==> config.mk <==
export PLATFORM = sky130hd
export DESIGN_NAME = wide_add_sequencer
export DESIGN_NICKNAME = d
export VERILOG_FILES = /design/src/rtl/wide_add_sequencer.sv
export SDC_FILE = /design/constraint.sdc
export NUM_CORES = 1
export LEC_CHECK = 0
export CAP_MARGIN = 10
export CELL_PAD_IN_SITES_DETAIL_PLACEMENT = 1
export CELL_PAD_IN_SITES_GLOBAL_PLACEMENT = 2
export CORE_MARGIN = 1.5
export CORE_UTILIZATION = 35
export CTS_CLUSTER_DIAMETER = 60
export CTS_CLUSTER_SIZE = 14
export DETAILED_ROUTE_END_ITERATION = 10
export MAX_ROUTING_LAYER = met4
export PLACE_DENSITY = 0.78
export SLEW_MARGIN = 30
export SYNTH_ARGS = -nofsm -noshare
export SYNTH_HDL_FRONTEND = slang
export SYNTH_SLANG_ARGS = --single-unit
==> constraint.sdc <==
create_clock -name clk -period 4.21 [get_ports clk]
set_clock_uncertainty 0.1 [all_clocks]
set_input_delay 1.0525 -clock clk [delete_from_list [all_inputs] [get_ports clk]]
set_output_delay 1.0525 -clock clk [all_outputs]
set_load 0.01 [all_outputs]
==> src/rtl/wide_add_sequencer.sv <==
// wide_add_sequencer
//   Adds two W = N*K bit operands using one shared N-bit adder slice.
//   One slice is processed per clock, LSB slice first, with the slice carry
//   held in a register between cycles. Operands arrive on a valid/ready
//   request port; the result leaves on a valid/ready response port.
//
//   Optional feature macro: WIDE_ADD_SUB_EN
//     When defined, adds input 'sub'. With sub=1 the block computes a - b
//     (B captured inverted, carry-in forced to 1). c_out=1 then means no borrow.
//
// Ports
//   clk      in   clock, rising edge
//   rstn     in   asynchronous active-low reset
//   s_valid  in   operand request valid
//   s_ready  out  ready for operands (IDLE only)
//   a, b     in   W-bit operands, sampled on accept
//   c_in     in   carry into slice 0, sampled on accept
//   sub      in   (WIDE_ADD_SUB_EN only) subtract select, sampled on accept
//   m_valid  out  result valid
//   m_ready  in   result sink ready
//   sum      out  W-bit registered result
//   c_out    out  registered carry out of the top slice
module wide_add_sequencer #(
  parameter int N = 8,
  parameter int K = 4
) (
  input  logic           clk,
  input  logic           rstn,
  input  logic           s_valid,
  output logic           s_ready,
  input  logic [N*K-1:0] a,
  input  logic [N*K-1:0] b,
  input  logic           c_in,
`ifdef WIDE_ADD_SUB_EN
  input  logic           sub,
`endif
  output logic           m_valid,
  input  logic           m_ready,
  output logic [N*K-1:0] sum,
  output logic           c_out
);

  localparam int W  = N * K;
  localparam int CW = (K > 1) ? $clog2(K) : 1;
  localparam logic [CW-1:0] CNT_LAST = CW'(K - 1);

  localparam logic [1:0] IDLE = 2'd0;
  localparam logic [1:0] RUN  = 2'd1;
  localparam logic [1:0] DONE = 2'd2;

  logic [1:0]    state_q, state_d;
  logic [CW-1:0] cnt_q, cnt_d;
  logic          carry_q, carry_d;
  logic [W-1:0]  a_q, a_d, b_q, b_d;
  logic [W-1:0]  sum_q, sum_d;
  logic          c_out_q, c_out_d;
  logic          m_valid_q, m_valid_d;

  // Operand B / carry as they enter the registers; subtraction is a + ~b + 1.
  logic [W-1:0]  b_in;
  logic          carry_in;
`ifdef WIDE_ADD_SUB_EN
  assign b_in     = sub ? ~b : b;
  assign carry_in = sub ? 1'b1 : c_in;
`else
  assign b_in     = b;
  assign carry_in = c_in;
`endif

  // Shared slice adder, fed by the slice the counter points at.
  logic [N-1:0] sl_a, sl_b, sl_sum;
  logic         sl_co;
  assign sl_a = a_q[cnt_q*N +: N];
  assign sl_b = b_q[cnt_q*N +: N];
  assign {sl_co, sl_sum} = {1'b0, sl_a} + {1'b0, sl_b} + {{N{1'b0}}, carry_q};

  always_comb begin
    state_d   = state_q;
    cnt_d     = cnt_q;
    carry_d   = carry_q;
    a_d       = a_q;
    b_d       = b_q;
    sum_d     = sum_q;
    c_out_d   = c_out_q;
    m_valid_d = m_valid_q;
    case (state_q)
      IDLE: begin
        if (s_valid) begin
          a_d     = a;
          b_d     = b_in;
          carry_d = carry_in;
          cnt_d   = '0;
          state_d = RUN;
        end
      end
      RUN: begin
        sum_d[cnt_q*N +: N] = sl_sum;
        carry_d             = sl_co;
        if (cnt_q == CNT_LAST) begin
          c_out_d   = sl_co;
          m_valid_d = 1'b1;
          state_d   = DONE;
        end else begin
          cnt_d = cnt_q + 1'b1;
        end
      end
      DONE: begin
        if (m_ready) begin
          m_valid_d = 1'b0;
          state_d   = IDLE;
        end
      end
      default: begin
        m_valid_d = 1'b0;
        state_d   = IDLE;
      end
    endcase
  end

  always_ff @(posedge clk or negedge rstn) begin
    if (!rstn) begin
      state_q   <= IDLE;
      cnt_q     <= '0;
      carry_q   <= 1'b0;
      a_q       <= '0;
      b_q       <= '0;
      sum_q     <= '0;
      c_out_q   <= 1'b0;
      m_valid_q <= 1'b0;
    end else begin
      state_q   <= state_d;
      cnt_q     <= cnt_d;
      carry_q   <= carry_d;
      a_q       <= a_d;
      b_q       <= b_d;
      sum_q     <= sum_d;
      c_out_q   <= c_out_d;
      m_valid_q <= m_valid_d;
    end
  end

  // Ready decodes the state register only: no path from s_valid or m_ready.
  assign s_ready = (state_q == IDLE);
  assign m_valid = m_valid_q;
  assign sum     = sum_q;
  assign c_out   = c_out_q;

endmodule

# Word-level counts from Yosys, hierarchy flattened
# Index checks and enable logic that the tools add are counted.
dict set report word_totals {
  reg_bits 103
  latch_bits 0
  ramBits 0
  rom_bits 0
  input_bits 69
  output_inout_bits 35
  elab_cells 45
  memories 0
}
dict set report op_classes {
  addsub 4
  n_mul 0
  n_div 0
  n_lt_le_gt_ge 0
  n_eq_ne 7
  shifts 4
  muxes 13
  bitwise_logic 1
  reduce_logical 8
}
# op n
set op_table {}
lappend op_table {{variable part select 32 x 6 -> 8 bit} 2}
lappend op_table {{negator 5 -> 34 bit} 1}
lappend op_table {{variable shift 8 x 34 -> 32 bit (first input constant)} 1}
lappend op_table {{variable part select 8 x 34 -> 32 bit} 1}
lappend op_table {{bitwise mux 32 bit} 1}
lappend op_table {{2-to-1 mux 2 bit} 5}
lappend op_table {{adder 8 x 8 -> 9 bit} 1}
lappend op_table {{adder 9 x 1 -> 9 bit} 1}
lappend op_table {{AND reduction 3 bit} 3}
lappend op_table {{!= test 2 bit (second input constant)} 4}
lappend op_table {{case mux 2 bit (3 select lines)} 1}
lappend op_table {{AND reduction 2 bit} 3}
lappend op_table {{equality test 2 bit (second input constant)} 2}
lappend op_table {{case mux 2 bit (2 select lines)} 1}
lappend op_table {{2-to-1 mux 1 bit} 3}
lappend op_table {{case mux 1 bit (3 select lines)} 1}
lappend op_table {{adder 2 x 1 -> 2 bit (second input constant)} 1}
lappend op_table {{equality test 2 x 1 -> 1 bit (second input constant)} 1}
lappend op_table {{logical NOT 2 bit} 1}
lappend op_table {{case mux 1 bit (2 select lines)} 1}
lappend op_table {{nonzero test 2 bit} 1}
lappend op_table {{NOT 1 bit} 1}

# Logic depth before layout (Yosys ltp)
# Gate-level depths: netlist of the first run.
dict set report logic_depth {
  word_depth 5
  ltp_mapped 10
  depth_no_buf 8
}

# Least setup slack after synthesis of the first run
# OpenSTA, ideal clock, no wires.
dict set report synth_timing {
  path_kind {reg2reg}
  startpoint {register cnt_q[1]}
  endpoint {register c_out_q, in the netlist c_out}
  setup_ns 0.133
  arrival_time_ns 2.901
  t_required_ns 3.977
  slack_ns 1.075
  stages_incl_launch_ff 11
  path_cell_list {dfrtp_1 buf_2 clkbuf_1 mux4_2 fa_1 fa_1 a21o_1 a221oi_2 o21bai_1 a21oi_1 a31oi_1}
}
dict set report synth_via {
  elab_chain_cells 3
  word_cells_on_any_way 6
}
# element line_no
set synth_lines {}
lappend synth_lines {{start, declared} 52} ;# logic [CW-1:0] cnt_q, cnt_d;
lappend synth_lines {{start signal, assigned} 132} ;# cnt_q <= cnt_d;
lappend synth_lines {{variable part select 32 x 6 -> 8 bit (on tied branches)} {73, 74}}
lappend synth_lines {{adder 8 x 8 -> 9 bit} 75} ;# assign {sl_co, sl_sum} = {1'b0, sl_a} + {1'b0, sl_b} + {{N{1'b0}}, carry_q};
lappend synth_lines {{adder 9 x 1 -> 9 bit} 75}
lappend synth_lines {{end signal, assigned} 137} ;# c_out_q <= c_out_d;
lappend synth_lines {{end, declared} 56} ;# logic c_out_q, c_out_d;
# Several ways; a longest one is shown, not always the timed one.
# A chain may end at the register's enable or synchronous reset.

# Final worst setup path of the first run
dict set report layout_timing {
  startpoint {register cnt_q[0]}
  endpoint {register c_out_q, in the netlist c_out}
}
# The elaborated chain is that of the path after synthesis.

==> results.json, run 1 <==
{
  "synth-simple-area-share_pct": 5.15,
  "synthAdderAreaFrac_pct": 4.30,
  "place_ws_ps": 977,
  "tightest_slew_ps": 735,
  "start_util_pct": 35.7,
  "wl_per_cell_um": 18.7,
  "postSynth.asyncResetShare_pct": 100,
  "whs_ps": 386,
  "p_int_mw": 3.40,
  "antenna_found_initial": 0,
  "p_comb_share_pct": 53.1,
  "yosysWarningCount": 0,
  "status": "finished clean",
  "clk_path_buf_depth": 2,
  "cp.arrival_ps": 3340,
  "cts_hold_buffers": 0,
  "synth_xor_area_share_pct": 0.929,
  "track_usage_pct": 17.5,
  "slew-limit-headroom_pct": 51.0,
  "grt_pass1_vias": 3313,
  "port_buffers": 103,
  "nets": 513,
  "max_clock_freq_ghz": 0.309,
  "cap_violations": 0,
  "syn_to_final_growth_pct": 32.8,
  "place_hpwl_mm": 8.51,
  "path_class": "register to register",
  "grt_max_degree": 82,
  "pin_count": 104,
  "drt_first_iter_violations": 163,
  "end_kind": "register",
  "drive_gt1_share_pct": 27.0,
  "gp_congestion": 0.812,
  "gr-total-overflow": 0,
  "synth-seq-area-share_pct": 54.7,
  "placement_rows": 42,
  "ir_worst_vdd_mv": 0.437,
  "synth.avg_cell_area_um2": 14.6,
  "synth_compound_area_share_pct": 9.08,
  "setup_tns_ps": 0,
  "cts.reportedPaths.clkPinSlew_ps": 70,
  "final_max_slew_viol_count": 0,
  "vias_per_cell": 5.07,
  "diodes": 0,
  "synth.area.top_cells": "dfrtp_1, mux2_2, mux4_2",
  "drc": 0,
  "worst-path-max-fanout": 10,
  "hold_viol_final": 0,
  "rsz0062_at_grt": "false",
  "hold_path_class": "register to register",
  "postSynthCellCount": 322,
  "cts_resized": 0,
  "critPathRequiredTime_ps": 4310,
  "synth_commonest_cells": "dfrtp_1, mux2_2, a22o_1, mux4_2",
  "startpoint_type": "register",
  "synth_nets": 406,
  "die_area_um2": 14200,
  "clock_sinks": 103,
  "coreArea_um2": 13200,
  "power.leakage_nw": 2.62,
  "synth_mux_area_share_pct": 23.4,
  "pwr-share-clk_pct": 16.0,
  "synth.most_common_cell": "dfrtp_1",
  "power_frac_seq_pct": 30.9,
  "cts_tree": "yes",
  "yosysTopAreaCell": "dfrtp_1",
  "ys_types": 42,
  "grt_first_pass_wirelength_mm": 18.5,
  "synth_edf_count": 0,
  "die_w_um": 119,
  "period_needed_ps": 3240,
  "htreeDepth": 3,
  "cts_buffers": 9,
  "synth.top_cell.area_share_pct": 54.7,
  "routed_wl_mm": 11.4,
  "netlist_area_um2": 4710,
  "cts-root-buf": "clkbuf_16",
  "ys_seq_elements": 103,
  "power_density_nw_per_um2": 894,
  "die-height_um": 119,
  "netSwitchingPower_mw": 2.20,
  "synth_top_family_by_area": "multiplexers",
  "drt-pass1-iter-count": 4,
  "finalCritPeriodShare_pct": 76.9,
  "ant_nets": 0,
  "switching_share_pct": 39.3,
  "worst_slack_ps": 971,
  "finish.utilization_pct": 47.4,
  "num_vias": 3092,
  "post-cts-setup-buffers": 0,
  "setup_viol_count_final": 0,
  "worstSkewPairLatency_ps": 340,
  "ys.flop_type": "dfrtp_1"
}
-- power groups by stage --
| stage | logic, mW | clock network (mW) | registers (mW) |
|---|---|---|---|
| 3_3_place_gp | 2.89 | 0 | 1.74 |
| 5_1_grt | 3.26 | 0.943 | 1.79 |
| 4_1_cts | 3.01 | 0.912 | 1.74 |
| 3_5_place_dp | 2.98 | 0 | 1.75 |
| 6_report | 2.97 | 0.896 | 1.73 |
| 2_1_floorplan | 2.10 | 0 | 1.67 |
-- state kept, by name, summed over array words and instances (netlist names) --
signal / count
state_q: 2
cnt_q: 2
carry_q: 1
m_valid: 1
b_q: 32
c_out: 1
a_q: 32
sum: 32
-- final timing paths --
check | start | end | slack, ps | cells after the start
worst max-delay path | cnt_q[0] | c_out | 970 | 9
worst min-delay path | sum[7] | sum[7] | 390 | 2
worst max register to register | cnt_q[0] | c_out | 970 | 9
worst min register to register | sum[7] | sum[7] | 390 | 2
max in group asynchronous | rstn | sum[24] | 2630 | 2
min in group asynchronous | rstn | sum[7] | 640 | 1
-- worst max-delay path, cell delays in order, from the launching register on --
cell and delay (ps):
dfrtp_1 390, buf_4 260, mux4_2 550, fa_1 470, fa_1 430, a21o_1 200
a221oi_2 300, o21bai_1 100, a21oi_1 200, a31oi_1 110
-- cells in the final DEF (no fill, tap or decap), types with 2 or more instances in the layout --
master / count
buf_4: 5
dfrtp_1: 103
mux2_2: 65
nand2_2: 2
nand2_1: 13
fa_1: 2
clkinv_2: 3
a21o_1: 3
o21ai_2: 2
nor2_1: 9
inv_1: 7
ha_1: 13
mux4_2: 16
clkdlybuf4s50_1: 102
nand2_4: 2
a22o_1: 26
bufinv_16: 2
o21ai_1: 2
a21oi_1: 8
o21ai_0: 9
o21bai_1: 2
nor3_2: 2
clkbuf_16: 9
xnor2_1: 4
-- kinds of logic after synthesis --
family,Yosys count
AO/OA/AOI/OAI,58
flip-flops,103
multiplexers,82
XOR/XNOR,5
adder cells (fa/ha/maj),15
buffers and inverters,20
AND/OR/NAND/NOR,39
-- metrics by stage --
stage	area [um2]	std cells	total power [mW]
finish	6260	610	5.60
global route	6260	610	6.00
CTS	6260	610	5.66
detailed placement	5930	594	4.74
global placement	5930	594	4.63
floorplan	4710	322	3.77
-- cell type report --
type                    count  area, um2
clock buffers              10        239
clock inverters             6       83.8
fillers                  1327       6930
inverters                   7       26.3
multi-input cells         199       2020
flip-flops and latches    103       2580
well taps                 176        220
repair buffers            109       1090
-- routing by layer --
metal | vias to the layer above | routed length (um) | global-route usage [%]
met5 | - | 0 | -
li1 | 1419 | - | -
met3 | 14 | 462 | 2.44
met4 | 0 | 137 | 4.97
met2 | 92 | 5430 | 27.2
met1 | 1567 | 5360 | 24.2
Power figures use the tool's default switching activity.
==> inputs of run 2 (changes only) <==
--- a/config.mk
+++ b/config.mk
@@ -9,12 +9,12 @@
 export CELL_PAD_IN_SITES_DETAIL_PLACEMENT = 1
 export CELL_PAD_IN_SITES_GLOBAL_PLACEMENT = 2
 export CORE_MARGIN = 1.5
-export CORE_UTILIZATION = 35
+export CORE_UTILIZATION = 31
 export CTS_CLUSTER_DIAMETER = 60
 export CTS_CLUSTER_SIZE = 14
 export DETAILED_ROUTE_END_ITERATION = 10
 export MAX_ROUTING_LAYER = met4
-export PLACE_DENSITY = 0.78
+export PLACE_DENSITY = 0.73
 export SLEW_MARGIN = 30
 export SYNTH_ARGS = -nofsm -noshare
 export SYNTH_HDL_FRONTEND = slang
==> constraint.sdc (replaced) <==
create_clock -name clk -period 2.63 [get_ports clk]
set_clock_uncertainty 0.1 [all_clocks]
set_input_delay 0.6575 -clock clk [delete_from_list [all_inputs] [get_ports clk]]
set_output_delay 0.6575 -clock clk [all_outputs]
set_load 0.01 [all_outputs]
==> run 2 against run 1 <==
Effect of this change:
- the run now ends with setup timing left
- cell count is 4.3% higher
- global-route usage fell by 1.2 points
- worst hold slack got worse by 300 ps
- power is 87% higher
- combinational power rose by 110%
- die area grew 13%
- sequential power grew 60%
- largest cell class unchanged
- highest routed layer unchanged
==> results.json, run 2 (synthesis results as in run 1) <==
{
  "p_int_mw": 6.47,
  "nets": 531,
  "power_frac_seq_pct": 26.4,
  "placement_rows": 44,
  "n_fill_cell": 1472,
  "power.leakage_nw": 2.75,
  "antenna_found_initial": 0,
  "place_area_um2": 6060,
  "cp.arrival_ps": 2910,
  "start_util_pct": 32.1,
  "setup_viol_count_final": 18,
  "track_usage_pct": 16.3,
  "htreeDepth": 3,
  "slew-limit-headroom_pct": 62.5,
  "worstSkewPairLatency_ps": 360,
  "cts.reportedPaths.clkPinSlew_ps": 70,
  "switching_share_pct": 38.2,
  "hold_viol_final": 0,
  "drt-pass1-iter-count": 4,
  "finish.utilization_pct": 44.6,
  "pwr-share-clk_pct": 14.3,
  "vias_per_cell": 4.92,
  "power_density_nw_per_um2": 1600,
  "wl_per_cell_um": 18.7,
  "status": "finished, violations left",
  "hold_path_class": "input pin to asynchronous set/reset pin",
  "power.total_mw": 10.5,
  "final_cell_mix": "dfrtp_1, clkdlybuf4s50_1, mux2_2, a22o_1, buf_4",
  "period_needed_ps": 2790,
  "path_class": "register to register",
  "num_vias": 3128,
  "finalCritPeriodShare_pct": 106,
  "port_buffers": 103,
  "design_area_um2": 6560,
  "critPathRequiredTime_ps": 2750,
  "ant_nets": 0,
  "die_w_um": 126,
  "gp_congestion": 0.824,
  "coreArea_um2": 14700,
  "diodes": 0,
  "cts_buffers": 9,
  "whs_ps": 89.7,
  "routed_wl_mm": 11.9,
  "cap_violations": 0,
  "cts_tree": "yes",
  "tightest_slew_ps": 560,
  "grt_pass1_vias": 3424,
  "clk_path_buf_depth": 2,
  "drc": 0,
  "place_ws_ps": -294,
  "max_clock_freq_ghz": 0.358,
  "pin_count": 104,
  "worst_slack_ps": -163,
  "die-height_um": 126,
  "netSwitchingPower_mw": 4.00,
  "end_kind": "register",
  "drt_first_iter_violations": 114,
  "rsz0062_at_grt": "true",
  "cts_hold_buffers": 0,
  "place_hpwl_mm": 8.96,
  "p_comb_share_pct": 59.3,
  "cts-root-buf": "clkbuf_16",
  "ir_worst_vdd_mv": 0.727,
  "grt_max_degree": 65,
  "gr-total-overflow": 0,
  "syn_to_final_growth_pct": 39.2,
  "clock_sinks": 103,
  "violations": "setup timing",
  "startpoint_type": "register",
  "die_area_um2": 16000,
  "grt_first_pass_wirelength_mm": 19.1,
  "drive_gt1_share_pct": 33.2,
  "worst-path-max-fanout": 4,
  "final_max_slew_viol_count": 0
}
==> run 2: changes by cell type in the layout (fill, tap and decap cells not counted), sizes merged <==
cell | previous run | this run
clkbuf | 10 | 11
clkinv | 4 | 1
buf | 7 | 25
inv | 7 | 9
==> run 2: final timing paths <==
| path | from | cells past startpoint | endpoint | slack (ps) |
|---|---|---|---|---|
| min in group clk | sum[23] | 2 | sum[23] | 400 |
| min reg2reg | sum[23] | 2 | sum[23] | 400 |
| max | cnt_q[0] | 8 | c_out | -160 |
| max in group asynchronous | rstn | 2 | b_q[7] | 1530 |
| min | rstn | 1 | sum[24] | 90 |
| max reg2reg | cnt_q[0] | 8 | c_out | -160 |
==> run 2: area by class of cell <==
cell class	instances	area [um2]	share of cell area [%]
Sequential cell	103	2580	39.3
Multi-Input combinational cell	199	2140	32.6
Timing Repair Buffer	127	1250	19.0
Clock buffer	11	253	3.85
Tap cell	184	230	3.51
Clock inverter	5	86.3	1.32
Inverter	7	26.3	0.401
==> run 2: repair_timing <==
item | 4_1_cts | 5_1_grt
gates cloned | 0 | 0
buffers inserted | 4 | 1
resized for setup | 12 | 8
setup endpoints to repair | 22 | 24
pin swaps | 6 | 3
==> run 2: metal layers <==
metal	part of all wire (%)	GRT usage, %	vias up
met5	0	-	-
met4	1.7	5.48	0
met3	3.1	2.61	11
met2	48	26.0	83
met1	47	21.3	1581
li1	-	-	1453
==> run 2: stage by stage <==
step,TNS (ps),std cells
2_1_floorplan,-2040,322
3_3_place_gp,-2590,615
3_5_place_dp,-4450,615
4_1_cts,-1670,635
5_1_grt,-3660,636
6_report,-1720,636
==> run 2: critical path: stages, from the launching register on <==
cell and delay, ps:
dfrtp_2 400, mux4_2 520, fa_2 390, fa_2 350
a21o_1 210, a221oi_4 310, o21bai_1 120, a21oi_2 150
a31oi_1 100
==> run 2: power groups by stage <==
stage / clock network (mW) / logic (mW) / registers (mW)
finish: 1.50 / 6.21 / 2.76
global route: 1.59 / 6.77 / 2.87
CTS: 1.54 / 5.93 / 2.78
detailed placement: 0 / 5.38 / 2.81
global placement: 0 / 5.21 / 2.78
floorplan: 0 / 3.41 / 2.67
